<file path="config.mk">
export PLATFORM = sky130hd
export DESIGN_NAME = serial_addsub_flat
export DESIGN_NICKNAME = d
export VERILOG_FILES = /design/src/rtl/serial_arith_pkg.sv /design/src/rtl/serial_addsub_if.sv /design/src/rtl/serial_shift_reg.sv /design/src/rtl/serial_addsub.sv /design/src/flat_wrapper.sv
export SDC_FILE = /design/constraint.sdc
export NUM_CORES = 1
export LEC_CHECK = 0
export CORE_MARGIN = 3
export CORE_UTILIZATION = 55
export CTS_CLUSTER_DIAMETER = 100
export DETAILED_ROUTE_END_ITERATION = 16
export PLACE_DENSITY = 0.83
export SYNTH_ARGS = -nofsm -noshare
export SYNTH_HDL_FRONTEND = slang
export SYNTH_SLANG_ARGS = --single-unit
</file>
<file path="constraint.sdc">
create_clock -name clk -period 2.7 [get_ports clk]
set_input_delay 0.675 -clock clk [delete_from_list [all_inputs] [get_ports clk]]
set_output_delay 0.675 -clock clk [all_outputs]
set_load 0.01 [all_outputs]
</file>
<file path="src/rtl/serial_arith_pkg.sv">
`default_nettype none
// ============================================================================
//  Package     : serial_arith_pkg
//  Description : Shared types and constants for the bit-serial arithmetic
//                blocks (FSM state encoding, add/subtract mode select).
//  Revision    : 1.0  initial release
// ============================================================================
package serial_arith_pkg;

  // Control FSM state encoding (2-bit)
  typedef enum logic [1:0] {
    IDLE  = 2'd0,
    SHIFT = 2'd1,
    DONE  = 2'd2
  } state_t;

  // Operation select carried on the sub input
  localparam logic MODE_ADD = 1'b0;
  localparam logic MODE_SUB = 1'b1;

endpackage
`default_nettype wire

</file>
<file path="src/rtl/serial_addsub_if.sv">
`default_nettype none
// ============================================================================
//  Interface   : serial_addsub_if
//  Description : Request/result bundle between a host and serial_addsub.
//                The host drives the request side through the master modport;
//                the arithmetic unit returns results through the slave modport.
//  Revision    : 1.0  initial release
// ============================================================================
interface serial_addsub_if #(
  parameter int WIDTH = 16
);
  logic             start;
  logic             sub;
  logic [WIDTH-1:0] a;
  logic [WIDTH-1:0] b;
  logic [WIDTH-1:0] sum;
  logic             carry_out;
  logic             overflow;
  logic             busy;
  logic             done;

  modport master (
    output start, sub, a, b,
    input  sum, carry_out, overflow, busy, done
  );

  modport slave (
    input  start, sub, a, b,
    output sum, carry_out, overflow, busy, done
  );
endinterface
`default_nettype wire

</file>
<file path="src/rtl/serial_shift_reg.sv">
`default_nettype none
// ============================================================================
//  Module      : serial_shift_reg
//  Description : Loadable right-shift parallel-in/serial-out register with
//                synchronous reset. Zero is shifted in at the MSB; the serial
//                output is the current LSB.
//  Revision    : 1.0  initial release
// ============================================================================
module serial_shift_reg #(
  parameter int WIDTH = 16
) (
  input  wire logic             clk,
  input  wire logic             reset,
  input  wire logic             load,
  input  wire logic             shift,
  input  wire logic [WIDTH-1:0] din,
  output logic                  lsb
);

  logic [WIDTH-1:0] r_q;

  // Parallel load has priority over shifting; both are mutually exclusive in use
  always_ff @(posedge clk) begin
    if (reset) begin
      r_q <= '0;
    end else if (load) begin
      r_q <= din;
    end else if (shift) begin
      r_q <= {1'b0, r_q[WIDTH-1:1]};
    end
  end

  assign lsb = r_q[0];

endmodule
`default_nettype wire

</file>
<file path="src/rtl/serial_addsub.sv">
`default_nettype none
// ============================================================================
//  Module      : serial_addsub
//  Description : Bit-serial adder/subtractor. Operands are latched on a start
//                request in IDLE and processed LSB first through one full-add
//                cell and a carry flip-flop. Results land in a parallel
//                register with a one-cycle done pulse.
//  Revision    : 1.0  initial release
// ============================================================================
module serial_addsub #(
  parameter int WIDTH = 16
) (
  input  wire logic         clk,
  input  wire logic         reset,
  serial_addsub_if.slave    bus
);
  import serial_arith_pkg::*;

  localparam int              CNT_W      = (WIDTH > 1) ? $clog2(WIDTH) : 1;
  localparam logic [CNT_W-1:0] c_CNT_LAST = CNT_W'(WIDTH - 1);

  state_t             r_state;
  logic [CNT_W-1:0]   r_cnt;
  logic               r_carry;
  logic [WIDTH-1:0]   r_s_sr;
  logic [WIDTH-1:0]   r_sum;
  logic               r_carry_out;
  logic               r_overflow;

  logic               w_load;
  logic               w_shift;
  logic               w_last;
  logic [WIDTH-1:0]   w_b_in;
  logic               w_a_bit;
  logic               w_b_bit;
  logic               w_sum_bit;
  logic               w_cout;

  assign w_load  = (r_state == IDLE) && bus.start;
  assign w_shift = (r_state == SHIFT);
  assign w_last  = w_shift && (r_cnt == c_CNT_LAST);
  // Subtraction is a + ~b + 1: invert B here, the +1 comes from the carry seed
  assign w_b_in  = (bus.sub == MODE_SUB) ? ~bus.b : bus.b;

  serial_shift_reg #(.WIDTH(WIDTH)) u_a_sr (
    .clk   (clk),
    .reset (reset),
    .load  (w_load),
    .shift (w_shift),
    .din   (bus.a),
    .lsb   (w_a_bit)
  );

  serial_shift_reg #(.WIDTH(WIDTH)) u_b_sr (
    .clk   (clk),
    .reset (reset),
    .load  (w_load),
    .shift (w_shift),
    .din   (w_b_in),
    .lsb   (w_b_bit)
  );

  // Single full-adder cell
  assign w_sum_bit = w_a_bit ^ w_b_bit ^ r_carry;
  assign w_cout    = (w_a_bit & w_b_bit) | (r_carry & (w_a_bit ^ w_b_bit));

  // Control FSM: IDLE -> SHIFT for WIDTH cycles -> DONE for one cycle
  always_ff @(posedge clk) begin
    if (reset) begin
      r_state <= IDLE;
    end else begin
      case (r_state)
        IDLE:    if (bus.start) r_state <= SHIFT;
        SHIFT:   if (w_last)    r_state <= DONE;
        DONE:                   r_state <= IDLE;
        default:                r_state <= IDLE;
      endcase
    end
  end

  // Serial datapath: bit counter, carry flip-flop and result shift-in register
  always_ff @(posedge clk) begin
    if (reset) begin
      r_cnt   <= '0;
      r_carry <= 1'b0;
      r_s_sr  <= '0;
    end else if (w_load) begin
      r_cnt   <= '0;
      r_carry <= bus.sub;
    end else if (w_shift) begin
      r_carry <= w_cout;
      r_s_sr  <= {w_sum_bit, r_s_sr[WIDTH-1:1]};
      // Counter holds at its last value instead of wrapping
      if (!w_last) r_cnt <= r_cnt + 1'b1;
    end
  end

  // Result registers update only on the final shift edge so they hold mid-operation
  always_ff @(posedge clk) begin
    if (reset) begin
      r_sum       <= '0;
      r_carry_out <= 1'b0;
      r_overflow  <= 1'b0;
    end else if (w_last) begin
      r_sum       <= {w_sum_bit, r_s_sr[WIDTH-1:1]};
      r_carry_out <= w_cout;
      // r_carry here is the carry into the MSB
      r_overflow  <= r_carry ^ w_cout;
    end
  end

  assign bus.sum       = r_sum;
  assign bus.carry_out = r_carry_out;
  assign bus.overflow  = r_overflow;
  assign bus.busy      = (r_state == SHIFT);
  assign bus.done      = (r_state == DONE);

endmodule
`default_nettype wire
</file>
<file path="src/flat_wrapper.sv">
// flat-port wrapper written by rule: the top's interface ports become plain ports
module serial_addsub_flat import serial_arith_pkg::*;
#(
  parameter int WIDTH = 16
)
  (clk, reset, bus_start, bus_sub, bus_a, bus_b, bus_sum, bus_carry_out, bus_overflow, bus_busy, bus_done);
  serial_addsub_if #(.WIDTH(WIDTH)) bus_i ();
  input  wire logic clk;
  input  wire logic reset;
  input wire logic [$bits(bus_i.start)-1:0] bus_start;
  input wire logic [$bits(bus_i.sub)-1:0] bus_sub;
  input wire logic [$bits(bus_i.a)-1:0] bus_a;
  input wire logic [$bits(bus_i.b)-1:0] bus_b;
  output wire logic [$bits(bus_i.sum)-1:0] bus_sum;
  output wire logic [$bits(bus_i.carry_out)-1:0] bus_carry_out;
  output wire logic [$bits(bus_i.overflow)-1:0] bus_overflow;
  output wire logic [$bits(bus_i.busy)-1:0] bus_busy;
  output wire logic [$bits(bus_i.done)-1:0] bus_done;
  assign bus_i.start = bus_start;
  assign bus_i.sub = bus_sub;
  assign bus_i.a = bus_a;
  assign bus_i.b = bus_b;
  assign bus_sum = bus_i.sum;
  assign bus_carry_out = bus_i.carry_out;
  assign bus_overflow = bus_i.overflow;
  assign bus_busy = bus_i.busy;
  assign bus_done = bus_i.done;
  serial_addsub #(.WIDTH(WIDTH)) u_core (.clk(clk), .reset(reset), .bus(bus_i));
endmodule
</file>
; ---- Word level (Yosys, flattened, before mapping)
; Cells that the tools add are included.
[totals]
regBits = 73
latch_bits = 0
ram_bits = 0
mem_bits_ro = 0
input_bits = 36
output_inout_bits = 20
word_cells = 42
mem_count = 0
[classes]
n_addsub = 1
mul = 0
n_div = 0
order_cmp = 0
n_eq_ne = 5
shifts = 0
muxes = 10
n_bitwise = 9
n_reduce_logical = 8
[op_table]
columns = operator, count
row1 = $mux W16, 5
row2 = $not A16 Y16, 1
row3 = $reduce_and A2 Y1, 3
row4 = $add A4 B1 Y4 const B, 1
row5 = $eq A4 B4 Y1 const B, 1
row6 = $mux W2, 2
row7 = $ne A2 B2 Y1 const B, 2
row8 = $pmux W2 S2, 1
row9 = $xor A1 B1 Y1, 3
row10 = $and A1 B1 Y1, 2
row11 = $eq A2 B1 Y1 const B, 1
row12 = $eq A2 B2 Y1 const B, 1
row13 = $logic_and A1 B1 Y1, 2
row14 = $logic_not A2 Y1, 1
row15 = $mux W1, 2
row16 = $not A1 Y1, 2
row17 = $reduce_bool A2 Y1, 1
row18 = $reduce_or A2 Y1, 1
row19 = $or A1 B1 Y1, 1

; ---- Logic depth before layout (Yosys ltp)
; Gate-level depths: netlist of run 1.
[logic_depth]
ltp_word = 5
depth_mapped = 7
ltp_nobuf = 4

; ---- Hierarchy
; From an unflattened synthesis of run 1, not the netlist that was laid out.
[hier_totals]
hier_cells = 347
hier_area_um2 = 3225.6
[by_module_without_submodules]
columns = module, n_inst, cells_each, area_per_inst_um2, seq_area_each_um2
row1 = serial_addsub, 1, 205, 1696.6, 800.8
row2 = serial_shift_reg, 2, 71, 764.5, 320.3

; ---- Least setup slack after synthesis of run 1
; OpenSTA, ideal clock, no wires.
[synth_path]
path_type = input port to flip-flop
start = in reset
end = reg u_core.u_b_sr.r_q[10]
setup_ns = 0.125
t_arrival_ns = 1.548
required_time_ns = 2.575
path_slack_ns = 1.027
cell_stages = 5
path_buffers = 3
path_cell_list = buf_2 -> or2_2 -> clkbuf_1 -> clkbuf_1 -> o2bb2ai_1
[synth_rtl]
columns = item, line_no
row1 = from (decl), flat_wrapper.sv:9  ; input wire logic reset;
row2 = to (signal assigned), serial_shift_reg.sv:27  ; r_q <= din;
row3 = to (signal assigned), serial_shift_reg.sv:29  ; r_q <= {1'b0, r_q[WIDTH-1:1]};
row4 = to (decl), serial_shift_reg.sv:20  ; logic [WIDTH-1:0] r_q;

; ---- Worst setup path in the final report of run 1
[layout_path]
start = reg u_core.r_state[0]
end = out bus_done
[layout_between]
elab_chain_cells = 1
[layout_lines]
columns = item, line_no
row1 = from (decl), serial_addsub.sv:22  ; state_t r_state;
row2 = from (signal assigned), serial_addsub.sv:70  ; r_state <= IDLE;
row3 = from (signal assigned), serial_addsub.sv:73  ; IDLE: if (bus.start) r_state <= SHIFT;
row4 = from (signal assigned), serial_addsub.sv:74  ; SHIFT: if (w_last) r_state <= DONE;
row5 = $eq A2 B2 Y1, serial_addsub.sv:116  ; assign bus.done = (r_state == DONE);
row6 = to (decl), flat_wrapper.sv:18  ; output wire logic [$bits(bus_i.done)-1:0] bus_done;
; Every way passes these cells.

==> out/metrics.csv, run 1 <==
metric,value,unit
rsz0062_at_grt,false,
drv_slew,0,
reg2reg_slack,880,ps
nets,383,
fin_crit,2240,ps
hp-start,u_core.u_a_sr.r_q[2],
max_freq,0.446,GHz
grt_overflow_total,0,
yosys_warnings,0,
cp.buffers_inverters,2,
area_growth,26.4,%
cp_max_fo,20,
post_cts_buffers,0,
place_hpwl,4040,um
slew_headroom,55.2,%
synth_ff_type,dfxtp_1,
synth-edff-count,0,
synthCells,296,
clockBufferDepth,2,
die_h,78.2,um
port_buffers,55,
grt_usage,22.4,%
ys_async_sr_fraction,0,%
multi_input_area,0.00128,mm2
clk_pin_slew,70,ps
synthDistinctLibCells,34,
cts_root_buf,clkbuf_8,
netlist_area,0.00287,mm2
cts_tree,built,
drtIter0Drc,177,
r2r-start,u_core.r_state[1],
hold_depth,2,
worst_path_max_delay_cell,clkdlybuf4s50_1,
cp_top_family,buffers and inverters,
drv_cap,0,
ys_ff_latch,72,
synth_seq_area_share,50.2,%
critPathArrivalTime,1570,ps
power_density,614,mW/mm2
die-width,78.2,um
hold_violations,0,
finalSetupViolCount,0,
routed-via-count,2388,
cts_sinks,72,
reg2reg_to,u_core.u_b_sr.r_q[0],
holdPathEnd,u_core.u_a_sr.r_q[2],
end_kind,primary output,
fp.coreArea,0.00488,mm2
cts_hold_buffers,0,
detail-route-antenna-nets,0,
hold_class,flop to flop,
wl_per_cell,15.5,um
p_leak,1.28,nW
insertion_delay,340,ps
regArea,0.00144,mm2
ir_worst_vdd,454,uV
syn_avg_cell_area,9.70,um2
dr.pass1.iters,5,
cts_buffers,9,
cp-start-kind,flop,
antenna_found_initial,0,
worst_pin_slew,672,ps
vias_per_cell,5.73,
n_antenna_cell,0,
drt_wl_total,6470,um
initial_core_util,58.8,%
crit_chain,buf_4 -> nor2b_1 -> clkdlybuf4s50_1,
finalCritPeriodShare,83.0,%
ios,56,
required,2030,ps
drive_above_1_share,8.57,%
crit_type,flop to primary output,
syn_nets,334,
cts_resized,0,
fin_hold_ws,458,ps
rows,25,
drc,0,
reg2reg_depth,5,
critPathMaxStageDelay,560,ps
first_global_vias,2225,
die-area,0.00612,mm2
grt_max_degree,40,
grt_pass1_wl,10800,um
cts_max_level,3,
place_congestion,0.762,
skew,5.83,ps
fill_cells,374,
status,finished clean,
tns,0,ps
state kept, by name, summed over array words and instances, names as in the netlist:
name / count
u_core.r_cnt: 4
u_core.u_a_sr.r_q: 16
u_core.r_s_sr: 15
u_core.u_b_sr.r_q: 16
u_core.bus.sum: 16
u_core.r_carry: 1
u_core.r_state: 2
u_core.bus.carry_out: 1
u_core.bus.overflow: 1
synth_stat cells, types with 2 or more instances:
cell type,n,area share [%]
nand2_1,49,6.4
dfxtp_1,72,50
a211oi_1,3,0.78
or3_1,2,0.44
o2bb2ai_1,15,4.6
xor2_1,16,4.9
clkbuf_1,7,0.92
a22o_1,16,4.9
o21ai_0,3,0.52
buf_2,13,2.3
buf_6,3,1.2
nand3_1,6,1.0
nor2b_1,2,0.44
buf_4,2,0.52
a22oi_1,31,8.1
a21oi_1,37,6.5
nor3_4,2,1.1
how the worst max path moves through the flow:
stage                                 start                  to  cells after the start
final                     u_core.r_state[0]            bus_done                      3
after global routing      u_core.r_state[1]            bus_busy                      3
after CTS                 u_core.r_state[0]            bus_done                      3
after detailed placement              reset  u_core.bus.sum[15]                      4
after global placement                reset   u_core.bus.sum[1]                      4
after floorplan           u_core.r_state[1]            bus_busy                      5
kinds of logic after synthesis:
| family | count (synthesis) | share of synthesized area [%] |
|---|---|---|
| fa+ha+maj | 2 | 1.13 |
| flops | 72 | 50.2 |
| compound gates | 109 | 26.9 |
| simple gates | 69 | 11.4 |
| buf+inv | 27 | 5.23 |
| xor+xnor | 17 | 5.19 |
routing by layer:
metal	vias to the layer above	share of wire, %	GRT usage, %
met1	1131	46	31.0
met3	6	7.4	8.37
met2	87	46	32.4
li1	1164	-	-
met5	-	0	0
met4	0	0.88	6.82
cell type report:
type                       instances  share of cell area (%)
clock buffer                      14                    4.48
inverter                           1                   0.172
tap                               67                    2.31
clock inverter                     2                    1.03
sequential                        72                    39.7
timing repair buffer              64                    17.0
multi-input combinational        197                    35.2
power by group:
group / total [W] / switching (W) / leakage [nW] / internal, W
clock network: 0.000855 / 0.000377 / 0.0969 / 0.000479
logic: 0.000245 / 0.000132 / 0.600 / 0.000113
registers: 0.00113 / 0.0000237 / 0.586 / 0.00110
total: 0.00223 / 0.000532 / 1.28 / 0.00170
placed cells by master, fill, tap and decap left out:
master            n
clkbuf_8         11
a22o_1           16
clkbuf_1          3
clkdlybuf4s50_1  55
o2bb2ai_1        15
a311oi_1          1
dfxtp_1          72
a21oi_4           1
clkinvlp_4        1
a211oi_1          3
bufinv_16         1
nor4_1            1
nor2_1            1
nor3_1            1
or2_2             1
a22oi_1          31
or3_1             2
ha_1              1
nor3b_2           1
nand3_1           6
inv_4             1
nand2b_1          1
xor2_1           16
or3b_2            1
nor3_4            2
nor2b_1           2
o21ai_0           3
and3_1            1
o31ai_1           1
xnor2_1           1
nand2_1          49
buf_4             9
a21oi_1          37
o21bai_2          1
fa_1              1
tightest hold or removal path, delay by kind of cell, from the launching register on:
family | cells | cell delay, ps
DFF | 1 | 310
and+or+nand+nor | 1 | 50
AOI/OAI and AO/OA | 1 | 50
through the flow:
step	util [%]	total power (W)	instances	worst slack, ps	cell area [um2]
after global routing	74.4	0.00231	417	380	3630
final	74.4	0.00223	417	458	3630
after global placement	70.3	0.00139	401	544	3430
after floorplan	-	0.00130	296	1030	2870
after detailed placement	70.3	0.00139	401	489	3430
after CTS	74.4	0.00224	417	445	3630
Note: power is estimated with default switching activity, not from simulation.
==> run 2, diff against run 1 <==
- CORE_UTILIZATION: 55 -> 51
- PLACE_DENSITY: 0.83 -> 0.78
- clock period: 2.7 -> 2.2 ns (I/O delays scaled with it)
==> out/metrics.csv, run 2 (synthesized netlist as in run 1, its figures left out) <==
metric,value,unit,change
p_leak,1.27,nW,-0.81%
cts_sinks,72,,unchanged
fin_crit,2080,ps,
worst_path_max_delay_cell,clkdlybuf4s50_1,,
required,1650,ps,-380 ps
first_global_vias,2278,,+2.4%
wl_per_cell,14.8,um,-4.7%
critPathArrivalTime,1530,ps,-40 ps
hold_class,flop to flop,,
cts_hold_buffers,0,,unchanged
cp_max_fo,6,,-70%
initial_core_util,54.5,%,-4.4 points
grt_overflow_total,0,,unchanged
grt_pass1_wl,10500,um,-3.1%
grt_max_degree,26,,-35%
finalSetupViolCount,0,,unchanged
grt_use_met3,4.10,%,-4.3 points
cts_max_level,3,,unchanged
drive_above_1_share,9.97,%,+1.4 points
detail-route-antenna-nets,0,,unchanged
place_area,0.00344,mm2,+0.40%
n_antenna_cell,0,,unchanged
cp_top_family,buffers and inverters,,
die_h,81.0,um,+3.6%
drtIter0Drc,177,,unchanged
port_buffers,55,,unchanged
crit_type,flop to primary output,,
fin_area,0.00360,mm2,-0.69%
vias_per_cell,5.67,,-1.0%
final_cell_mix,"dfxtp_1 (72), clkdlybuf4s50_1 (54), nand2_1 (49)",,
crit_chain,nand2b_1 -> inv_4 -> clkdlybuf4s50_1,,
max_freq,0.481,GHz,
nets,385,,+0.52%
grt_usage,20.7,%,-1.7 points
layout_commonest_cell,dfxtp_1,,
status,finished clean,,
power_density,709,mW/mm2,+16%
top_usage_layer,met2,,
regArea,0.00144,mm2,unchanged
layoutNonFillerInstCount,421,,+0.96%
place_congestion,0.724,,-4.9%
drv_slew,0,,unchanged
critPathMaxStageDelay,530,ps,-30 ps
drv_cap,0,,unchanged
post_cts_buffers,0,,unchanged
placed_cells,406,,+1.2%
die-width,81.0,um,+3.6%
die-area,0.00656,mm2,+7.2%
insertion_delay,340,ps,about the same
clk_pin_slew,80,ps,about the same
use_met1,27.8,%,-3.1 points
final_util,68.4,%,-6.0 points
skew,9.38,ps,+3.55 ps
cp-start-kind,flop,,
drc,0,,unchanged
fp.coreArea,0.00527,mm2,+8.0%
fill_cells,448,,+20%
hold_violations,0,,unchanged
slew_headroom,53.4,%,-1.8 points
rows,26,,+4.0%
place_hpwl,4110,um,+1.7%
ir_worst_vdd,486,uV,+7.1%
cts_buffers,9,,unchanged
drt_wl_total,6220,um,-3.8%
p_total,0.00256,W,+15%
cts_resized,0,,unchanged
cts_root_buf,clkbuf_8,,
cts_tree,built,,
antenna_found_initial,0,,unchanged
ios,56,,unchanged
multi_input_area,0.00128,mm2,unchanged
clockBufferDepth,2,,unchanged
rsz0062_at_grt,false,,
finalCritPeriodShare,94.5,%,
grtUsageMet2,32.0,%,-0.34 points
tns,0,ps,unchanged
dr.pass1.iters,5,,unchanged
cp.buffers_inverters,2,,unchanged
routed-via-count,2386,,-0.084%
end_kind,primary output,,
area_growth,25.5,%,
worst_pin_slew,697,ps,+25.6 ps
[run 2: worst reg2reg max path: stages (launching register included)]
cell and delay (ps):
dfxtp_1 360, nand2b_1 210, buf_4 240, nor3_4 610, a22o_1 260
[run 2: final timing paths]
kind | from | endpoint | slack [ps] | cells past startpoint
setup / recovery | u_core.r_state[1] | bus_busy | 120 | 3
hold / removal | u_core.u_a_sr.r_q[2] | u_core.u_a_sr.r_q[2] | 460 | 2
setup reg to reg | u_core.r_state[1] | u_core.bus.sum[2] | 460 | 4
hold reg to reg | u_core.u_a_sr.r_q[2] | u_core.u_a_sr.r_q[2] | 460 | 2
[run 2: metrics by stage]
step | hold slack [ps] | setup WS, ps
CTS | 462 | 99.7
global placement | 442 | 260
global route | 482 | 43.6
detailed placement | 447 | 188
finish | 461 | 120
floorplan | 433 | 652
[run 2: per-layer routing]
| layer | up-vias | part of all wire [%] |
|---|---|---|
| li1 | 1172 | - |
| met1 | 1145 | 47 |
| met2 | 61 | 47 |
| met3 | 8 | 4.5 |
| met4 | 0 | 1.4 |
| met5 | - | 0 |
[run 2: final cells by class]
type | count | area share [%]
Multi-Input combinational cell | 197 | 35.5
Tap cell | 70 | 2.43
Timing Repair Buffer | 66 | 17.4
Sequential cell | 72 | 40.0
Clock inverter | 6 | 1.04
Inverter | 1 | 0.174
Clock buffer | 9 | 3.44
[run 2: report_power, final]
part	switching [W]	leakage [nW]	internal (W)
registers	0.0000302	0.586	0.00135
clock network	0.000474	0.0769	0.000396
logic	0.000159	0.610	0.000143
